## src/rtl/guess_autoplayer.sv

```systemverilog
// Automated player for the guess game: waits for the chosen LED, presses a button,
// waits for the verdict, releases the buttons and tallies wins and losses.
module guess_autoplayer #(
    parameter int TIMEOUT        = 1024,
    parameter int RELEASE_CYCLES = 4,
    parameter int CNT_W          = 8
) (
    input  logic             clk,
    input  logic             reset,
    input  logic             start,
    input  logic [3:0]       target,
    input  logic             miss,
    input  logic [3:0]       y,
    input  logic             win,
    input  logic             lose,
    output logic [3:0]       b,
    output logic             busy,
    output logic             done,
    output logic             result_win,
    output logic             timeout,
    output logic [CNT_W-1:0] win_count,
    output logic [CNT_W-1:0] lose_count
);

    localparam int TMAX = (TIMEOUT > RELEASE_CYCLES) ? TIMEOUT : RELEASE_CYCLES;
    localparam int TW   = $clog2(TMAX + 1);
    localparam logic [TW-1:0]    TIMER_LAST = TW'(TIMEOUT - 1);
    localparam logic [TW-1:0]    REL_LAST   = TW'(RELEASE_CYCLES - 1);
    localparam logic [CNT_W-1:0] CNT_MAX    = {CNT_W{1'b1}};

    typedef enum logic [1:0] {IDLE, SEEK, PRESS, RELEASE} state_t;

    state_t           state, state_nx;
    logic [TW-1:0]    timer, timer_nx;
    logic [3:0]       tgt, tgt_nx;
    logic             miss_q, miss_nx;
    logic [3:0]       b_nx;
    logic             busy_nx, done_nx, result_nx, timeout_nx;
    logic [CNT_W-1:0] win_nx, lose_nx;

    always_ff @(posedge clk) begin
        if (reset) begin
            state      <= IDLE;
            timer      <= '0;
            tgt        <= '0;
            miss_q     <= 1'b0;
            b          <= '0;
            busy       <= 1'b0;
            done       <= 1'b0;
            result_win <= 1'b0;
            timeout    <= 1'b0;
            win_count  <= '0;
            lose_count <= '0;
        end else begin
            state      <= state_nx;
            timer      <= timer_nx;
            tgt        <= tgt_nx;
            miss_q     <= miss_nx;
            b          <= b_nx;
            busy       <= busy_nx;
            done       <= done_nx;
            result_win <= result_nx;
            timeout    <= timeout_nx;
            win_count  <= win_nx;
            lose_count <= lose_nx;
        end
    end

    always_comb begin
        state_nx = state;
        case (state)
            IDLE:    if (start && $onehot(target)) state_nx = SEEK;
            SEEK: begin
                if (y == tgt)                 state_nx = PRESS;
                else if (timer == TIMER_LAST) state_nx = RELEASE;
            end
            PRESS:   if (win || lose || timer == TIMER_LAST) state_nx = RELEASE;
            RELEASE: if (timer >= REL_LAST && !win && !lose) state_nx = IDLE;
            default: state_nx = IDLE;
        endcase
    end

    // Everything below computes the values the output registers take at the next edge.
    always_comb begin
        tgt_nx     = tgt;
        miss_nx    = miss_q;
        b_nx       = b;
        busy_nx    = busy;
        done_nx    = 1'b0;
        result_nx  = result_win;
        timeout_nx = timeout;
        win_nx     = win_count;
        lose_nx    = lose_count;
        if (state_nx != state)  timer_nx = '0;
        else if (timer == '1)   timer_nx = timer;
        else                    timer_nx = timer + TW'(1);

        case (state)
            IDLE: begin
                b_nx = '0;
                if (state_nx == SEEK) begin
                    tgt_nx     = target;
                    miss_nx    = miss;
                    timeout_nx = 1'b0;
                    busy_nx    = 1'b1;
                end
            end
            SEEK: begin
                if (y == tgt) begin
                    b_nx = miss_q ? {y[2:0], y[3]} : y;
                end else if (timer == TIMER_LAST) begin
                    timeout_nx = 1'b1;
                    result_nx  = 1'b0;
                end
            end
            PRESS: begin
                // lose outranks win when the game reports both
                if (lose) begin
                    result_nx = 1'b0;
                    if (lose_count != CNT_MAX) lose_nx = lose_count + CNT_W'(1);
                end else if (win) begin
                    result_nx = 1'b1;
                    if (win_count != CNT_MAX) win_nx = win_count + CNT_W'(1);
                end else if (timer == TIMER_LAST) begin
                    timeout_nx = 1'b1;
                    result_nx  = 1'b0;
                end
                if (state_nx == RELEASE) b_nx = '0;
            end
            RELEASE: begin
                b_nx = '0;
                if (state_nx == IDLE) begin
                    done_nx = 1'b1;
                    busy_nx = 1'b0;
                end
            end
            default: b_nx = '0;
        endcase
    end

endmodule

```

## config.mk

```make
export PLATFORM = sky130hd
export DESIGN_NAME = guess_autoplayer
export DESIGN_NICKNAME = d
export VERILOG_FILES = /design/src/rtl/guess_autoplayer.sv
export SDC_FILE = /design/constraint.sdc
export NUM_CORES = 1
export LEC_CHECK = 0
export ABC_AREA = 1
export ABC_CLOCK_PERIOD_IN_PS = 3100
export CORE_UTILIZATION = 50
export DETAILED_ROUTE_END_ITERATION = 10
export GPL_TIMING_DRIVEN = 0
export HOLD_SLACK_MARGIN = 0.02
export PLACE_DENSITY = 0.75
export SETUP_SLACK_MARGIN = 0.3
export SLEW_MARGIN = 20
export SYNTH_ARGS = -nofsm -noshare
export SYNTH_HDL_FRONTEND = slang
export SYNTH_SLANG_ARGS = --single-unit
```

## constraint.sdc

```tcl
create_clock -name clk -period 3.1 [get_ports clk]
set_input_delay 0.62 -clock clk [delete_from_list [all_inputs] [get_ports clk]]
set_output_delay 0.62 -clock clk [all_outputs]
set_load 0.05 [all_outputs]
```

==> run_summary.xml <==
<?xml version="1.0" encoding="UTF-8"?>
<metrics>
  <group name="status">
    <metric name="outcome" unit="">finished clean</metric>
  </group>
  <group name="synth">
    <metric name="synth_enable_flop_cells" unit="">0</metric>
    <metric name="postSynthRegisterBits" unit="">42</metric>
    <metric name="synthesis.area" unit="um2">2415</metric>
    <metric name="synth.most_common_cell" unit="">nand2_1</metric>
    <metric name="dominantRegCellSynth" unit="">dfxtp_1</metric>
    <metric name="synth.top_cells.by_area" unit="">dfxtp_1 (35%), nand2_1 (11%), inv_1 (7.9%)</metric>
    <metric name="synth.net_count" unit="">371</metric>
    <metric name="synth_commonest_cells" unit="">nand2_1 (71), inv_1 (51), nor2_1 (43)</metric>
    <metric name="post_synth_num_cell_types" unit="">35</metric>
    <metric name="synth_top_area_share" unit="%">34.82</metric>
    <metric name="synth.yosys.seq_area_share" unit="%">34.82</metric>
    <metric name="netlist_instances" unit="">345</metric>
    <metric name="yosys_warnings" unit="">0</metric>
    <metric name="post_syn_area_per_cell" unit="um2">6.999</metric>
    <metric name="synthDominantAreaCellType" unit="">dfxtp_1</metric>
    <metric name="asyncSetResetFlopFracSynth" unit="%">0</metric>
  </group>
  <group name="run">
    <metric name="cap_violations" unit="">0</metric>
  </group>
  <group name="place">
    <metric name="dp_hpwl" unit="um">3711</metric>
    <metric name="place_ws" unit="ns">-0.2735</metric>
    <metric name="place_area" unit="um2">2840</metric>
    <metric name="finalWeightedCongestion" unit="">0.8954</metric>
    <metric name="port-buffer-count" unit="">36</metric>
  </group>
  <group name="final_layout">
    <metric name="antennaDiodeCount" unit="">0</metric>
    <metric name="nFillCells" unit="">404</metric>
    <metric name="drive_gt1_share" unit="%">14.54</metric>
    <metric name="finish.utilization" unit="%">67.67</metric>
    <metric name="num-nets-final" unit="">417</metric>
    <metric name="design_area" unit="um2">3048</metric>
    <metric name="flow.area_growth_from_synthesis" unit="%">26.22</metric>
  </group>
  <group name="detailed_routing">
    <metric name="detail_route.vias_per_cell" unit="">5.047</metric>
    <metric name="route.final.wire_length" unit="um">5109</metric>
    <metric name="initialDrtViolationCount" unit="">75</metric>
    <metric name="via_count" unit="">2241</metric>
    <metric name="drt-wirelength-per-cell" unit="um">11.51</metric>
    <metric name="drc_errors" unit="">0</metric>
    <metric name="postRouteAntennaNets" unit="">0</metric>
    <metric name="drt-pass1-iter-count" unit="">4</metric>
  </group>
  <group name="worst_setup_path">
    <metric name="ff2ff_path_depth" unit="">13</metric>
    <metric name="sort_of_element_at_the_end_of_the_critical_path" unit="">flop</metric>
    <metric name="worst_ep_required_time" unit="ns">3.33</metric>
    <metric name="r2r-start" unit="">state[0]$_SDFF_PP0_</metric>
    <metric name="slowest_delay" unit="ns">0.55</metric>
    <metric name="crit_path_top_delay_cell" unit="">fa_1</metric>
    <metric name="worstSetupPathType" unit="">in2reg</metric>
    <metric name="cp-start-kind" unit="">input port</metric>
    <metric name="register_to_register_setup_slack" unit="ns">0.85</metric>
    <metric name="timing.rr.end" unit="">timer[8]$_SDFFE_PP0P_</metric>
    <metric name="critical_path_peak_fanout" unit="">5</metric>
    <metric name="worstPathArrival" unit="ns">2.94</metric>
    <metric name="crit_path_cell_trace" unit="">dlygate4sd2_1, inv_1, fa_1, inv_2, ha_4, ha_4, nor2_2, nand3_2, a21oi_4, inv_2, nand2_4, nor2_2, nor2_2, nand3_4, buf_8, nor2_2</metric>
    <metric name="cp_common_cell" unit="">nor2_2</metric>
  </group>
  <group name="sta">
    <metric name="fmaxAchievable" unit="GHz">0.3703</metric>
    <metric name="timing.max_slew.rel_slack" unit="%">60.53</metric>
    <metric name="fin_crit_sh" unit="%">87.11</metric>
    <metric name="timing.final.crit_period" unit="ns">2.700</metric>
    <metric name="final.setup.tns" unit="ns">0</metric>
    <metric name="hold_viol" unit="">0</metric>
    <metric name="clock_skew" unit="ns">0.005722</metric>
    <metric name="timing_worst_slew_pin_value" unit="ns">0.5920</metric>
    <metric name="worst_hold_slack" unit="ns">0.4604</metric>
    <metric name="final_setup_violation_count" unit="">0</metric>
    <metric name="final-max-slew-violation-count" unit="">0</metric>
    <metric name="fin_ws" unit="ns">0.3996</metric>
    <metric name="rsz0062_at_grt" unit="">false</metric>
  </group>
  <group name="global_route">
    <metric name="grt_pass1_wl" unit="um">8797</metric>
    <metric name="initial_antenna_violation_count" unit="">0</metric>
    <metric name="grt_max_degree" unit="">13</metric>
    <metric name="global_router_s_overall_resource_usage" unit="%">21.33</metric>
    <metric name="grt_pass1_vias" unit="">2120</metric>
    <metric name="overall_overflow_remaining_after_global_route" unit="">0</metric>
  </group>
  <group name="pwr">
    <metric name="p_leak" unit="nW">1.338</metric>
    <metric name="vdd.ir_drop.worst" unit="uV">339.6</metric>
    <metric name="power_density" unit="nW/um2">643.1</metric>
  </group>
  <group name="floorplanning">
    <metric name="die-width" unit="um">71.50</metric>
    <metric name="coreArea" unit="um2">4504</metric>
    <metric name="die-height" unit="um">71.50</metric>
    <metric name="io_pins" unit="">38</metric>
    <metric name="std_cell_rows" unit="">24</metric>
    <metric name="floorplan.initialDensity" unit="%">53.61</metric>
    <metric name="die_area" unit="um2">5112</metric>
  </group>
  <group name="hold_path">
    <metric name="whs_endpoint" unit="">busy$_SDFFE_PP0P_</metric>
    <metric name="min-delay-path-class" unit="">reg2reg</metric>
    <metric name="worst_hold_stages" unit="">2</metric>
    <metric name="min_from" unit="">busy$_SDFFE_PP0P_</metric>
  </group>
  <group name="cts">
    <metric name="largest_buffer_count_on_any_clock_path" unit="">2</metric>
    <metric name="root_buffer" unit="">clkbuf_8</metric>
    <metric name="htree_num_levels" unit="">2</metric>
    <metric name="number_of_buffers_created_by_cts" unit="">5</metric>
    <metric name="clock_sink_count" unit="">42</metric>
    <metric name="cts_tree" unit="">yes</metric>
    <metric name="clock_pin_slew_worst_setup_and_hold_paths" unit="ns">0.08</metric>
    <metric name="clock_insertion_delay_worst_skew" unit="ns">0.29</metric>
  </group>
</metrics>
[where the power goes]
part           total, mW  internal (mW)  switching (mW)  leakage, nW
combinational      0.887          0.349           0.538        0.940
clock              0.417          0.225           0.192       0.0575
sequential         0.657          0.604          0.0524        0.341
total               1.96           1.18           0.782         1.34
[final cells by class]
cell class	instances	area, um2	share of cell area, %
Multi-Input combinational cell	242	1389	45.57
Timing Repair Buffer	39	399.1	13.10
Clock buffer	8	110.1	3.612
Sequential cell	42	840.8	27.59
Inverter	55	206.4	6.773
Tap cell	52	65.06	2.135
Buffer	6	37.54	1.232
[worst max path at each step]
stage              start  depth (start not counted)                    end  slack [ns]
2_1_floorplan  target[0]                         15  timer[6]$_SDFFE_PP0P_        0.41
3_3_place_gp   target[0]                         16  timer[5]$_SDFFE_PP0P_       -0.22
3_5_place_dp   target[1]                         16  timer[8]$_SDFFE_PP0P_       -0.27
4_1_cts        target[3]                         16  timer[8]$_SDFFE_PP0P_        0.38
5_1_grt        target[3]                         16  timer[1]$_SDFFE_PP0P_        0.29
6_report       target[3]                         16  timer[8]$_SDFFE_PP0P_        0.40
[stage by stage]
| stage | total power [mW] | cells |
|---|---|---|
| detailed placement | 1.437 | 433 |
| CTS | 1.945 | 444 |
| finish | 1.960 | 444 |
| floorplan | 1.263 | 345 |
| global route | 2.095 | 444 |
| global placement | 1.424 | 433 |
[sequential cells by signal (all words and copies together), names as in the netlist]
register / flops
busy: 1
tgt: 4
result_win: 1
timer: 11
done: 1
state: 2
b: 4
win_count: 8
timeout: 1
lose_count: 8
miss_q: 1
[logic make-up after synthesis]
kind of cell | Yosys count | share of synthesized area (%)
AOI/OAI and AO/OA | 51 | 11.87
xor gates and xnor gates | 7 | 2.539
buffers and inverters | 61 | 9.948
adders and majority gates | 12 | 6.528
and+or+nand+nor | 172 | 34.30
DFF | 42 | 34.82
[per-layer routing]
| metal | GRT usage, % | part of all wire [%] | up-vias |
|---|---|---|---|
| met5 | 0 | 0 | - |
| met4 | 6.972 | 1.6 | 0 |
| met3 | 4.501 | 5.0 | 8 |
| met2 | 39.05 | 49 | 50 |
| met1 | 24.78 | 45 | 1005 |
| li1 | - | - | 1178 |
[worst max-delay path, delay by kind of cell]
family                   cells  cell delay [ns]
AO/OA/AOI/OAI                1             0.17
adder cells (fa/ha/maj)      3             0.94
buffers and inverters        5             0.56
AND/OR/NAND/NOR              7             0.64
[cells in the final DEF, fill, tap and decap left out, drive strengths merged, types with 6 or more instances in the layout]
master,instances
o21ai,21
buf,6
nor2,58
ha,11
nand3,22
nand2,78
clkbuf,11
dfxtp,42
inv,55
clkdlybuf4s50,33
a21oi,23
[what timing repair did]
item / in CTS / in global routing
pin swaps: 8 / 4
setup buffers: 2 / 0
setup endpoints to repair: 23 / 13
cloned: 1 / 0
hold buffers: 0 / 0
gates resized for setup: 12 / 4
No activity file was read; power rests on OpenSTA's default activity.
